[src/rtl/rst_seq_pkg.sv]
// Shared types for the core reset sequencer: sequencer states and retry counter width.
package rst_seq_pkg;

  typedef enum logic [2:0] {
    WAIT_LOCK,
    STRETCH,
    RELEASE,
    RUN,
    PLL_RST
  } state_e;

  localparam int RETRY_W = 4;

endpackage

[src/rtl/rst_seq_boolean_sync_2ff.sv]
// Generic two-flop synchronizer for a single asynchronous level signal.
module sync_2ff (
  input  logic i_clk,
  input  logic i_rst,
  input  logic i_d,
  output logic o_q
);

  logic meta_q;
  logic sync_q;

  always_ff @(posedge i_clk) begin
    if (i_rst) begin
      meta_q <= 1'b0;
      sync_q <= 1'b0;
    end else begin
      meta_q <= i_d;
      sync_q <= meta_q;
    end
  end

  assign o_q = sync_q;

endmodule

[src/rtl/rst_seq_boolean.sv]
// Core reset sequencer: waits for PLL lock, stretches, then releases domains one by one.
module rst_seq_boolean
  import rst_seq_pkg::*;
#(
  parameter int NUM_DOMAINS    = 3,
  parameter int STRETCH_CYCLES = 16,
  parameter int STAGE_GAP      = 4,
  parameter int PLL_RST_CYCLES = 8,
  parameter int LOCK_TIMEOUT   = 1024
) (
  input  logic                   i_clk,
  input  logic                   i_rst,
  input  logic                   i_locked,
  input  logic                   i_sw_rst_req,
  output logic [NUM_DOMAINS-1:0] o_rst,
  output logic                   o_pll_rst,
  output logic                   o_ready,
  output logic [RETRY_W-1:0]     o_retry_cnt
);

  localparam int LT_W  = (LOCK_TIMEOUT   > 1) ? $clog2(LOCK_TIMEOUT)   : 1;
  localparam int ST_W  = (STRETCH_CYCLES > 1) ? $clog2(STRETCH_CYCLES) : 1;
  localparam int PR_W  = (PLL_RST_CYCLES > 1) ? $clog2(PLL_RST_CYCLES) : 1;
  localparam int M1_W  = (LT_W > ST_W) ? LT_W : ST_W;
  // One shared phase counter; each state only uses the range its parameter defines.
  localparam int CNT_W = (M1_W > PR_W) ? M1_W : PR_W;
  localparam int GAP_W = (STAGE_GAP   > 1) ? $clog2(STAGE_GAP)   : 1;
  localparam int IDX_W = (NUM_DOMAINS > 1) ? $clog2(NUM_DOMAINS) : 1;

  localparam logic [CNT_W-1:0] LOCK_LAST    = CNT_W'(LOCK_TIMEOUT - 1);
  localparam logic [CNT_W-1:0] STRETCH_LAST = CNT_W'(STRETCH_CYCLES - 1);
  localparam logic [CNT_W-1:0] PLL_LAST     = CNT_W'(PLL_RST_CYCLES - 1);
  localparam logic [GAP_W-1:0] GAP_LAST     = GAP_W'(STAGE_GAP - 1);
  localparam logic [IDX_W-1:0] IDX_LAST     = IDX_W'(NUM_DOMAINS - 1);

  state_e                 state_q, state_d;
  logic [CNT_W-1:0]       cnt_q, cnt_d;
  logic [GAP_W-1:0]       gap_q, gap_d;
  logic [IDX_W-1:0]       idx_q, idx_d;
  logic [NUM_DOMAINS-1:0] rst_q, rst_d;
  logic                   pll_q, pll_d;
  logic                   ready_q, ready_d;
  logic [RETRY_W-1:0]     retry_q, retry_d;
  logic                   locked_s;

  sync_2ff u_lock_sync (
    .i_clk (i_clk),
    .i_rst (i_rst),
    .i_d   (i_locked),
    .o_q   (locked_s)
  );

  always_comb begin
    state_d = state_q;
    cnt_d   = cnt_q;
    gap_d   = gap_q;
    idx_d   = idx_q;
    rst_d   = rst_q;
    pll_d   = 1'b0;
    ready_d = 1'b0;
    retry_d = retry_q;
    if (i_sw_rst_req && state_q != PLL_RST) begin
      state_d = PLL_RST;
      cnt_d   = '0;
      rst_d   = '1;
      pll_d   = 1'b1;
    end else if (!locked_s && (state_q == STRETCH || state_q == RELEASE || state_q == RUN)) begin
      state_d = WAIT_LOCK;
      cnt_d   = '0;
      gap_d   = '0;
      idx_d   = '0;
      rst_d   = '1;
    end else begin
      case (state_q)
        WAIT_LOCK: begin
          rst_d = '1;
          if (locked_s) begin
            state_d = STRETCH;
            cnt_d   = '0;
          end else if (cnt_q == LOCK_LAST) begin
            state_d = PLL_RST;
            cnt_d   = '0;
            pll_d   = 1'b1;
            if (retry_q != '1) retry_d = retry_q + 1'b1;
          end else begin
            cnt_d = cnt_q + 1'b1;
          end
        end
        STRETCH: begin
          if (cnt_q == STRETCH_LAST) begin
            // Domain 0 drops on the edge that leaves STRETCH; later domains follow every STAGE_GAP.
            rst_d[0] = 1'b0;
            cnt_d    = '0;
            gap_d    = '0;
            idx_d    = IDX_W'(1);
            state_d  = (NUM_DOMAINS == 1) ? RUN : RELEASE;
            ready_d  = (NUM_DOMAINS == 1);
          end else begin
            cnt_d = cnt_q + 1'b1;
          end
        end
        RELEASE: begin
          if (gap_q == GAP_LAST) begin
            rst_d[idx_q] = 1'b0;
            gap_d        = '0;
            if (idx_q == IDX_LAST) begin
              state_d = RUN;
              ready_d = 1'b1;
            end else begin
              idx_d = idx_q + 1'b1;
            end
          end else begin
            gap_d = gap_q + 1'b1;
          end
        end
        RUN: begin
          rst_d   = '0;
          ready_d = 1'b1;
        end
        PLL_RST: begin
          rst_d = '1;
          if (cnt_q == PLL_LAST) begin
            state_d = WAIT_LOCK;
            cnt_d   = '0;
          end else begin
            pll_d = 1'b1;
            cnt_d = cnt_q + 1'b1;
          end
        end
        default: begin
          state_d = WAIT_LOCK;
          cnt_d   = '0;
          rst_d   = '1;
        end
      endcase
    end
  end

  always_ff @(posedge i_clk) begin
    if (i_rst) begin
      state_q <= WAIT_LOCK;
      cnt_q   <= '0;
      gap_q   <= '0;
      idx_q   <= '0;
      rst_q   <= '1;
      pll_q   <= 1'b0;
      ready_q <= 1'b0;
      retry_q <= '0;
    end else begin
      state_q <= state_d;
      cnt_q   <= cnt_d;
      gap_q   <= gap_d;
      idx_q   <= idx_d;
      rst_q   <= rst_d;
      pll_q   <= pll_d;
      ready_q <= ready_d;
      retry_q <= retry_d;
    end
  end

  assign o_rst       = rst_q;
  assign o_pll_rst   = pll_q;
  assign o_ready     = ready_q;
  assign o_retry_cnt = retry_q;

endmodule
[config.mk]
export PLATFORM = sky130hd
export DESIGN_NAME = rst_seq_boolean
export DESIGN_NICKNAME = d
export VERILOG_FILES = /design/src/rtl/rst_seq_pkg.sv /design/src/rtl/rst_seq_boolean_sync_2ff.sv /design/src/rtl/rst_seq_boolean.sv
export SDC_FILE = /design/constraint.sdc
export NUM_CORES = 1
export LEC_CHECK = 0
export BUFFER_PORTS_ARGS = -buffer_cell sky130_fd_sc_hd__buf_4
export CAP_MARGIN = 20
export CORE_ASPECT_RATIO = 0.5
export CORE_MARGIN = 1.5
export CORE_UTILIZATION = 25
export DETAILED_ROUTE_END_ITERATION = 8
export PLACE_DENSITY = 0.49
export SYNTH_ARGS = -nofsm -noshare
export SYNTH_HDL_FRONTEND = slang
export SYNTH_SLANG_ARGS = --single-unit
[constraint.sdc]
create_clock -name i_clk -period 4.4 [get_ports i_clk]
set_clock_uncertainty 0.1 [all_clocks]
set_input_delay 0.22 -clock i_clk [delete_from_list [all_inputs] [get_ports i_clk]]
set_output_delay 0.22 -clock i_clk [all_outputs]
set_load 0.02 [all_outputs]
### Yosys cells after proc, flatten, opt, wreduce, memory -nomap -nowiden

Cells that the tools add are included.

| word-level totals | value |
|---|---|
| flip-flop bits (word level) | 28 |
| logic and storage cells | 105 |
| bits of input ports | 4 |
| output and inout port bits | 9 |

| operators by class | value |
|---|---|
| reduce and logical (&&, ||, !) cells | 17 |
| equality and inequality tests | 25 |
| $add $sub $neg | 4 |
| magnitude comparators | 2 |
| multiplexer cells | 38 |
| bitwise logic cells | 7 |

Operators by type and width:

| kind | number |
|---|---|
| 2-to-1 mux 10 bit | 4 |
| case mux 10 bit (4 select lines) | 1 |
| 2-to-1 mux 3 bit | 9 |
| AND reduction 6 bit | 3 |
| case mux 3 bit (5 select lines) | 1 |
| 2-to-1 mux 2 bit | 7 |
| inequality test 4 x 2 -> 1 bit, second input constant | 3 |
| adder 10 x 1 -> 10 bit, second input constant | 1 |
| == test 10 bit, second input constant | 1 |
| == test 10 x 3 -> 1 bit, second input constant | 1 |
| == test 10 x 4 -> 1 bit, second input constant | 1 |
| 2-to-1 mux 1 bit | 9 |
| inequality test 4 bit, second input constant | 2 |
| case mux 2 bit (2 select lines) | 2 |
| == test 3 x 2 -> 1 bit, second input constant | 2 |
| inequality test 2 x 1 -> 1 bit, second input constant | 3 |
| inequality test 3 x 1 -> 1 bit, second input constant | 2 |
| inequality test 3 x 2 -> 1 bit, second input constant | 2 |
| inequality test 3 bit, second input constant | 2 |
| case mux 2 bit (3 select lines) | 1 |
| inequality test 5 x 4 -> 1 bit, second input constant | 1 |
| NOT 1 bit | 5 |
| AND reduction 5 bit | 1 |
| adder 2 x 1 -> 2 bit, second input constant | 2 |
| other kinds (21) | 27 |

### Depth between registers and ports, before layout

Gate-level depths: netlist of the first run.

| depth | value |
|---|---|
| depth in word-level cells | 8 |
| gate-level depth with buffers | 8 |
| depth with buffers taken out | 7 |

### Hierarchy

From an unflattened synthesis of the first run, not the netlist that was laid out.

| second synthesis, totals | value |
|---|---|
| cells, all modules | 182 |
| area, all modules | 1591.5 um^2 |

By module, submodules not included:

| module | times used | cells an instance | seq. area each (um^2) | area each (um^2) |
|---|---|---|---|---|
| rst_seq_boolean | 1 | 178 | 520.5 | 1539.0 |
| sync_2ff | 1 | 4 | 40.0 | 52.6 |

### Least setup slack after synthesis of the first run

Ideal clock, no wire load.

| path | value |
|---|---|
| kind | reg2reg |
| start | register cnt_q[0] |
| end | register state_q[1] |
| path buffers | 1 |
| library setup time | 0.088 ns |
| path slack | 2.255 ns |
| required time | 4.212 ns |
| arrival | 1.957 ns |
| cell stages (with the launch flop) | 8 |
| clock period less this slack | 2.145 ns |
| cell sequence | dfxtp_1 -> ha_1 -> or4bb_1 -> or3_4 -> a2bb2oi_4 -> buf_6 -> a21oi_2 -> nor4_2 |

| on the way | value |
|---|---|
| longest elaborated chain between the ends | 3 |
| elaborated cells on any way between the ends | 7 |
| classes of those cells | 6 x eq/ne; 1 x reduce/logical |

RTL lines:

| element | line | text |
|---|---|---|
| start, declared | rst_seq_boolean.sv:37 | `logic [CNT_W-1:0] cnt_q, cnt_d;` |
| start signal, assigned | rst_seq_boolean.sv:151 | `cnt_q <= cnt_d;` |
| == test 10 bit (tied with other cells) | rst_seq_boolean.sv:80 | `end else if (cnt_q == LOCK_LAST) begin` |
| inequality test 3 x 2 -> 1 bit (no source line) (tied with other cells) | - |  |
| AND reduction 6 bit (no source line) (*) | - |  |
| end signal, assigned | rst_seq_boolean.sv:150 | `state_q <= state_d;` |
| end, declared | rst_seq_boolean.sv:36 | `state_e state_q, state_d;` |

Every way passes the cells marked *; elsewhere a longest branch is shown, timed or not.
A chain may end at the register's enable or synchronous reset.

### Worst setup path in the final report of the first run

| path | value |
|---|---|
| start | register cnt_q[0] |
| end | register cnt_q[9] |

| on the way | value |
|---|---|
| longest elaborated chain between the ends | 4 |
| elaborated cells on any way between the ends | 9 |
| classes of those cells | 1 x add/sub; 3 x eq/ne; 5 x mux |

RTL lines:

| element | line | text |
|---|---|---|
| adder 10 x 1 -> 10 bit / == test 10 bit (equally long branches) | - |  |
| 2-to-1 mux 10 bit | rst_seq_boolean.sv:80 |  |
| 2-to-1 mux 10 bit | rst_seq_boolean.sv:77 | `if (locked_s) begin` |
| case mux 10 bit (4 select lines) (*) | rst_seq_boolean.sv:74 | `case (state_q)` |

Marked as above.

==> flow_metrics.tcl, run 1 <==
set metrics [dict create \
    synthToLayoutAreaGrowth_pct 13.8 \
    antenna_found_initial 0 \
    via_per_inst 4.87 \
    synth_ff_type "dfxtp_1" \
    core-area_um2 6210 \
    die_h_um 60.2 \
    die-area_um2 7070 \
    worstPathMaxFanout 11 \
    fin_hold_ws_ns 0.0738 \
    clockRootBuffer "clkbuf_16" \
    syn-cell-area_um2 1640 \
    drc 0 \
    crit_type "flop to flop" \
    fin_nets 217 \
    syn_nets 213 \
    rsz0062_at_grt "no" \
    ys_ff_latch 28 \
    drt_iter0_markers 95 \
    relSlewSlack_pct 49.8 \
    min_path_type "input port to flop" \
    htreeDepth 1 \
    diodes 0 \
    vias 1433 \
    clkTransAtPathRegs_ns 0.07 \
    clk-insertion-delay-late_ns 0.27 \
    cpPeakStageDelay_ns 0.55 \
    path_cells "ha_1 -> or4bb_1 -> nor3_2 -> a2bb2oi_4 -> a211oi_1 -> a32o_1" \
    path_buf_inv 0 \
    clkSinkCount 28 \
    grt_pass1_wl_mm 6.24 \
    drive_gt1_share_pct 13.1 \
    synth_cell_types 52 \
    critical-path-slowest-cell "or4bb_1" \
    start_util_pct 26.4 \
    timing.final.ws_setup_ns 1.85 \
    crit_required_ns 4.47 \
    final.period_utilization_pct 57.9 \
    cts_setup_buffers 0 \
    p_per_area_nw_per_um2 291 \
    wl_mm 3.81 \
    io_pins 13 \
    setup_viol 0 \
    ant_nets 0 \
    wl_per_cell_um 12.9 \
    drv_cap 0 \
    grt_max_degree 22 \
    synth_edf_count 0 \
    synth_area_leaders "dfxtp_1, a21oi_1, nand2_1" \
    syn_area_per_cell_um2 8.06 \
    netlist_instances 203 \
    num_rows 20 \
    clk_path_buf_depth 2 \
    cts_tree "built" \
    synth.most_common_cell "dfxtp_1" \
    fin_crit_ns 2.55 \
    drt_first_pass_iters 4 \
    slew_viol_final 0 \
    max_slew.worst_pin.slew_ns 0.752 \
    hold_violations 0 \
    numCtsBuffers 3 \
    synthArstFlopShare_pct 0 \
    tns_ns 0 \
    crit_family "simple AND/OR/NAND/NOR gates" \
    grt_overflow 0 \
    cts-resized-gates 0 \
    dp_hpwl_mm 2.68 \
    grt_usage_pct 11.1 \
    post-place-ws_ns 1.86 \
    yosysSeqAreaShare_pct 34.3 \
    vdd_drop_max_uv 130 \
    synth_top_area_share_pct 34.3 \
    start_kind "flop" \
    yosysTopAreaCell "dfxtp_1" \
    synth_common_cells "dfxtp_1, nand2_1, nor2_1, a21oi_1, inv_1" \
    gp_congestion 0.820 \
    status "finished clean" \
    ctsHoldBuffers 0 \
    dieWidth_um 117 \
    crit_path_end_kind "flop" \
    ys_warn_count 0 \
    fmax_ghz 0.392 \
    p_leak_nw 0.648 \
    grt_pass1_vias 1262 \
    arrival_ns 2.61 \
    port-buffer-count 12 \
]
## layout by cell type (no fill, tap or decap), drive strengths merged, types with 2 or more instances in the layout
master	synthesis	layout
nor4	4	4
a21bo	2	2
ha	6	6
or4	2	2
a22o	4	4
nor2	19	19
xor2	2	2
a211oi	2	2
o21ba	2	2
clkbuf	9	4
or3	6	6
nand2	21	21
buf	4	12
o2111ai	2	2
nor3	8	8
a311oi	2	2
nand4	3	3
nand2b	2	2
xnor2	2	2
and3	4	4
o21a	2	2
nor2b	5	5
nand3	10	10
dfxtp	28	28
a31oi	5	5
a32o	2	2
inv	11	11
a21oi	18	18
## final timing paths
| check | startpoint | end | slack [ns] | cells after the start |
|---|---|---|---|---|
| worst max-delay path | cnt_q[0] | cnt_q[9] | 1.85 | 6 |
| worst min-delay path | i_locked | u_lock_sync.meta_q | 0.07 | 2 |
| worst max register to register | cnt_q[0] | cnt_q[9] | 1.85 | 6 |
| worst min register to register | u_lock_sync.meta_q | u_lock_sync.o_q | 0.35 | 1 |
## where the power goes
part           internal (mW)  total (mW)  switching (mW)
clock                  0.140       0.236          0.0963
combinational         0.0162      0.0407          0.0245
sequential             0.257       0.265         0.00715
total                  0.413       0.541           0.128
## metrics by stage
stage	utilization (%)	cells	instance area [um^2]	total power, mW
6_report	30.0	294	1860	0.541
5_1_grt	30.0	294	1860	0.560
3_3_place_gp	28.6	290	1770	0.311
3_5_place_dp	28.6	290	1770	0.311
4_1_cts	30.0	294	1860	0.547
2_1_floorplan	-	203	1640	0.302
## sequential cells by signal, indices dropped and copies added (netlist names)
signal / cells
o_ready: 1
u_lock_sync.o_q: 1
state_q: 3
idx_q: 2
o_retry_cnt: 4
gap_q: 2
u_lock_sync.meta_q: 1
cnt_q: 10
o_rst: 3
o_pll_rst: 1
## area by class of cell
type	instances	area [um^2]
flip-flops and latches	28	561
inverters	11	41.3
well taps	88	110
repair buffers	12	90.1
fillers	706	4340
clock buffers	4	88.8
multi-input cells	151	972
## cell families (layout without fill, tap and decap cells)
logic type / count (synthesis) / count (layout) / share of synthesized area, %
AO/OA/AOI/OAI: 52 / 52 / 24.2
XOR/XNOR: 4 / 4 / 2.14
adder cells (fa/ha/maj): 6 / 6 / 4.59
buffers and inverters: 24 / 27 / 6.35
flip-flops: 28 / 28 / 34.3
multiplexers: 1 / 1 / 0.612
AND/OR/NAND/NOR: 88 / 88 / 27.9
## per-layer routing
| layer | share of wire, % | GRT usage (%) |
|---|---|---|
| met5 | 0 | 0 |
| met4 | 1.6 | 4.76 |
| met3 | 3.4 | 2.00 |
| met2 | 43 | 18.3 |
| met1 | 52 | 14.7 |
## worst reg2reg max path, delay by kind of cell (launching register included)
kind	cells	cell delay, ns
adders and majority gates	1	0.27
and+or+nand+nor	2	0.92
AOI/OAI and AO/OA	3	0.76
DFF	1	0.39
No activity file was read; power rests on OpenSTA's default activity.
==> inputs of run 2 (changes only) <==
- clock period: 4.4 -> 2.5 ns (I/O delays scaled with it)
==> flow_metrics.tcl, run 2 (same netlist as run 1, synthesis figures left out) <==
set metrics [dict create \
    arrival_ns 2.40 \
    clockRootBuffer "clkbuf_16" \
    status "finished clean" \
    p_per_area_nw_per_um2 492 \
    power.total_uw 966 \
    final_cell_mix "dfxtp_1, buf_4, nand2_1, nor2_1, a21oi_1" \
    wl_mm 4.04 \
    drv_cap 0 \
    clk_path_buf_depth 2 \
    ctsHoldBuffers 1 \
    fin_hold_ws_ns 0.0387 \
    largest_reg_flops 10 \
    place_area_um2 1860 \
    dieWidth_um 117 \
    via_per_inst 4.86 \
    numCtsBuffers 3 \
    port-buffer-count 12 \
    wl_met2_mm 1.77 \
    num_rows 20 \
    crit_required_ns 2.58 \
    cts_setup_buffers 0 \
    diodes 0 \
    wl_per_cell_um 13.2 \
    vdd_drop_max_uv 274 \
    min_path_type "input port to flop" \
    final.period_utilization_pct 92.9 \
    grt_overflow 0 \
    core-area_um2 6210 \
    die_h_um 60.2 \
    fillers 695 \
    crit_type "flop to flop" \
    fin_nets 230 \
    clk-insertion-delay-late_ns 0.27 \
    crit_path_end_kind "flop" \
    start_kind "flop" \
    slew_viol_final 0 \
    dp_hpwl_mm 2.98 \
    ant_nets 0 \
    drc 0 \
    start_util_pct 26.4 \
    grt_max_degree 16 \
    top_signal_layer_used "met4" \
    p_leak_nw 0.713 \
    vias 1492 \
    setup_viol 0 \
    io_pins 13 \
    timing.final.ws_setup_ns 0.178 \
    die-area_um2 7070 \
    grt_pass1_vias 1387 \
    rsz0062_at_grt "no" \
    max_slew.worst_pin.slew_ns 0.573 \
    gp_congestion 0.813 \
    fmax_ghz 0.431 \
    drt_iter0_markers 49 \
    post-place-ws_ns 0.224 \
    tns_ns 0 \
    antenna_found_initial 0 \
    grt_pass1_wl_mm 6.87 \
    worstPathMaxFanout 5 \
    wl_met1_mm 2.04 \
    synthToLayoutAreaGrowth_pct 20.0 \
    wl_met3_um 168 \
    cts-resized-gates 0 \
    clkTransAtPathRegs_ns 0.07 \
    drt_first_pass_iters 4 \
    regMostFlops "cnt_q" \
    fin_crit_ns 2.32 \
    mostFrequentLayoutCell "dfxtp_1" \
    relSlewSlack_pct 61.3 \
    hold_violations 0 \
    clkSinkCount 28 \
    final_area_um2 1960 \
    cts_tree "built" \
    htreeDepth 1 \
    drive_gt1_share_pct 17.8 \
    grt_usage_pct 12.4 \
]
-- run 2: cell count changes in the layout (fill, tap and decap cells not counted), sizes merged --
cell | before | now
dlygate4sd3 | 0 | 1
buf | 12 | 24
-- run 2: final timing paths --
kind / start / to / slack (ns) / depth (start not counted)
worst min register to register: u_lock_sync.meta_q / u_lock_sync.o_q / 0.35 / 1
worst max-delay path: cnt_q[0] / state_q[1] / 0.18 / 7
worst min-delay path: i_rst / idx_q[1] / 0.04 / 2
worst max register to register: cnt_q[0] / state_q[1] / 0.18 / 7
-- run 2: report_power, final --
group          total [mW]  switching, mW  internal [mW]
registers           0.463        0.00955          0.453
clock network       0.411          0.165          0.246
logic              0.0925         0.0518         0.0407
-- run 2: metal layers --
layer	vias up	global-route usage [%]
li1	765	-
met1	698	16.5
met2	23	19.8
met3	6	2.67
met5	-	0
met4	0	4.94
-- run 2: metrics by stage --
step	util, %	cells
2_1_floorplan	-	203
6_report	31.6	307
5_1_grt	31.6	307
3_3_place_gp	30.0	302
3_5_place_dp	30.0	302
4_1_cts	31.6	307
-- run 2: final cells by class --
class,count,area (um^2),share of cell area (%)
flip-flops and latches,28,561,28.6
well taps,88,110,5.61
clock buffers,4,88.8,4.53
inverters,11,41.3,2.10
repair buffers,25,190,9.69
multi-input cells,151,972,49.5
-- run 2: critical path, cell delays in order (launching register included) --
cell,delay [ns]
dfxtp_1,0.40
ha_1,0.18
or4bb_1,0.53
nor3_2,0.35
a2bb2oi_4,0.24
buf_4,0.16
a21oi_2,0.07
nor4_2,0.20
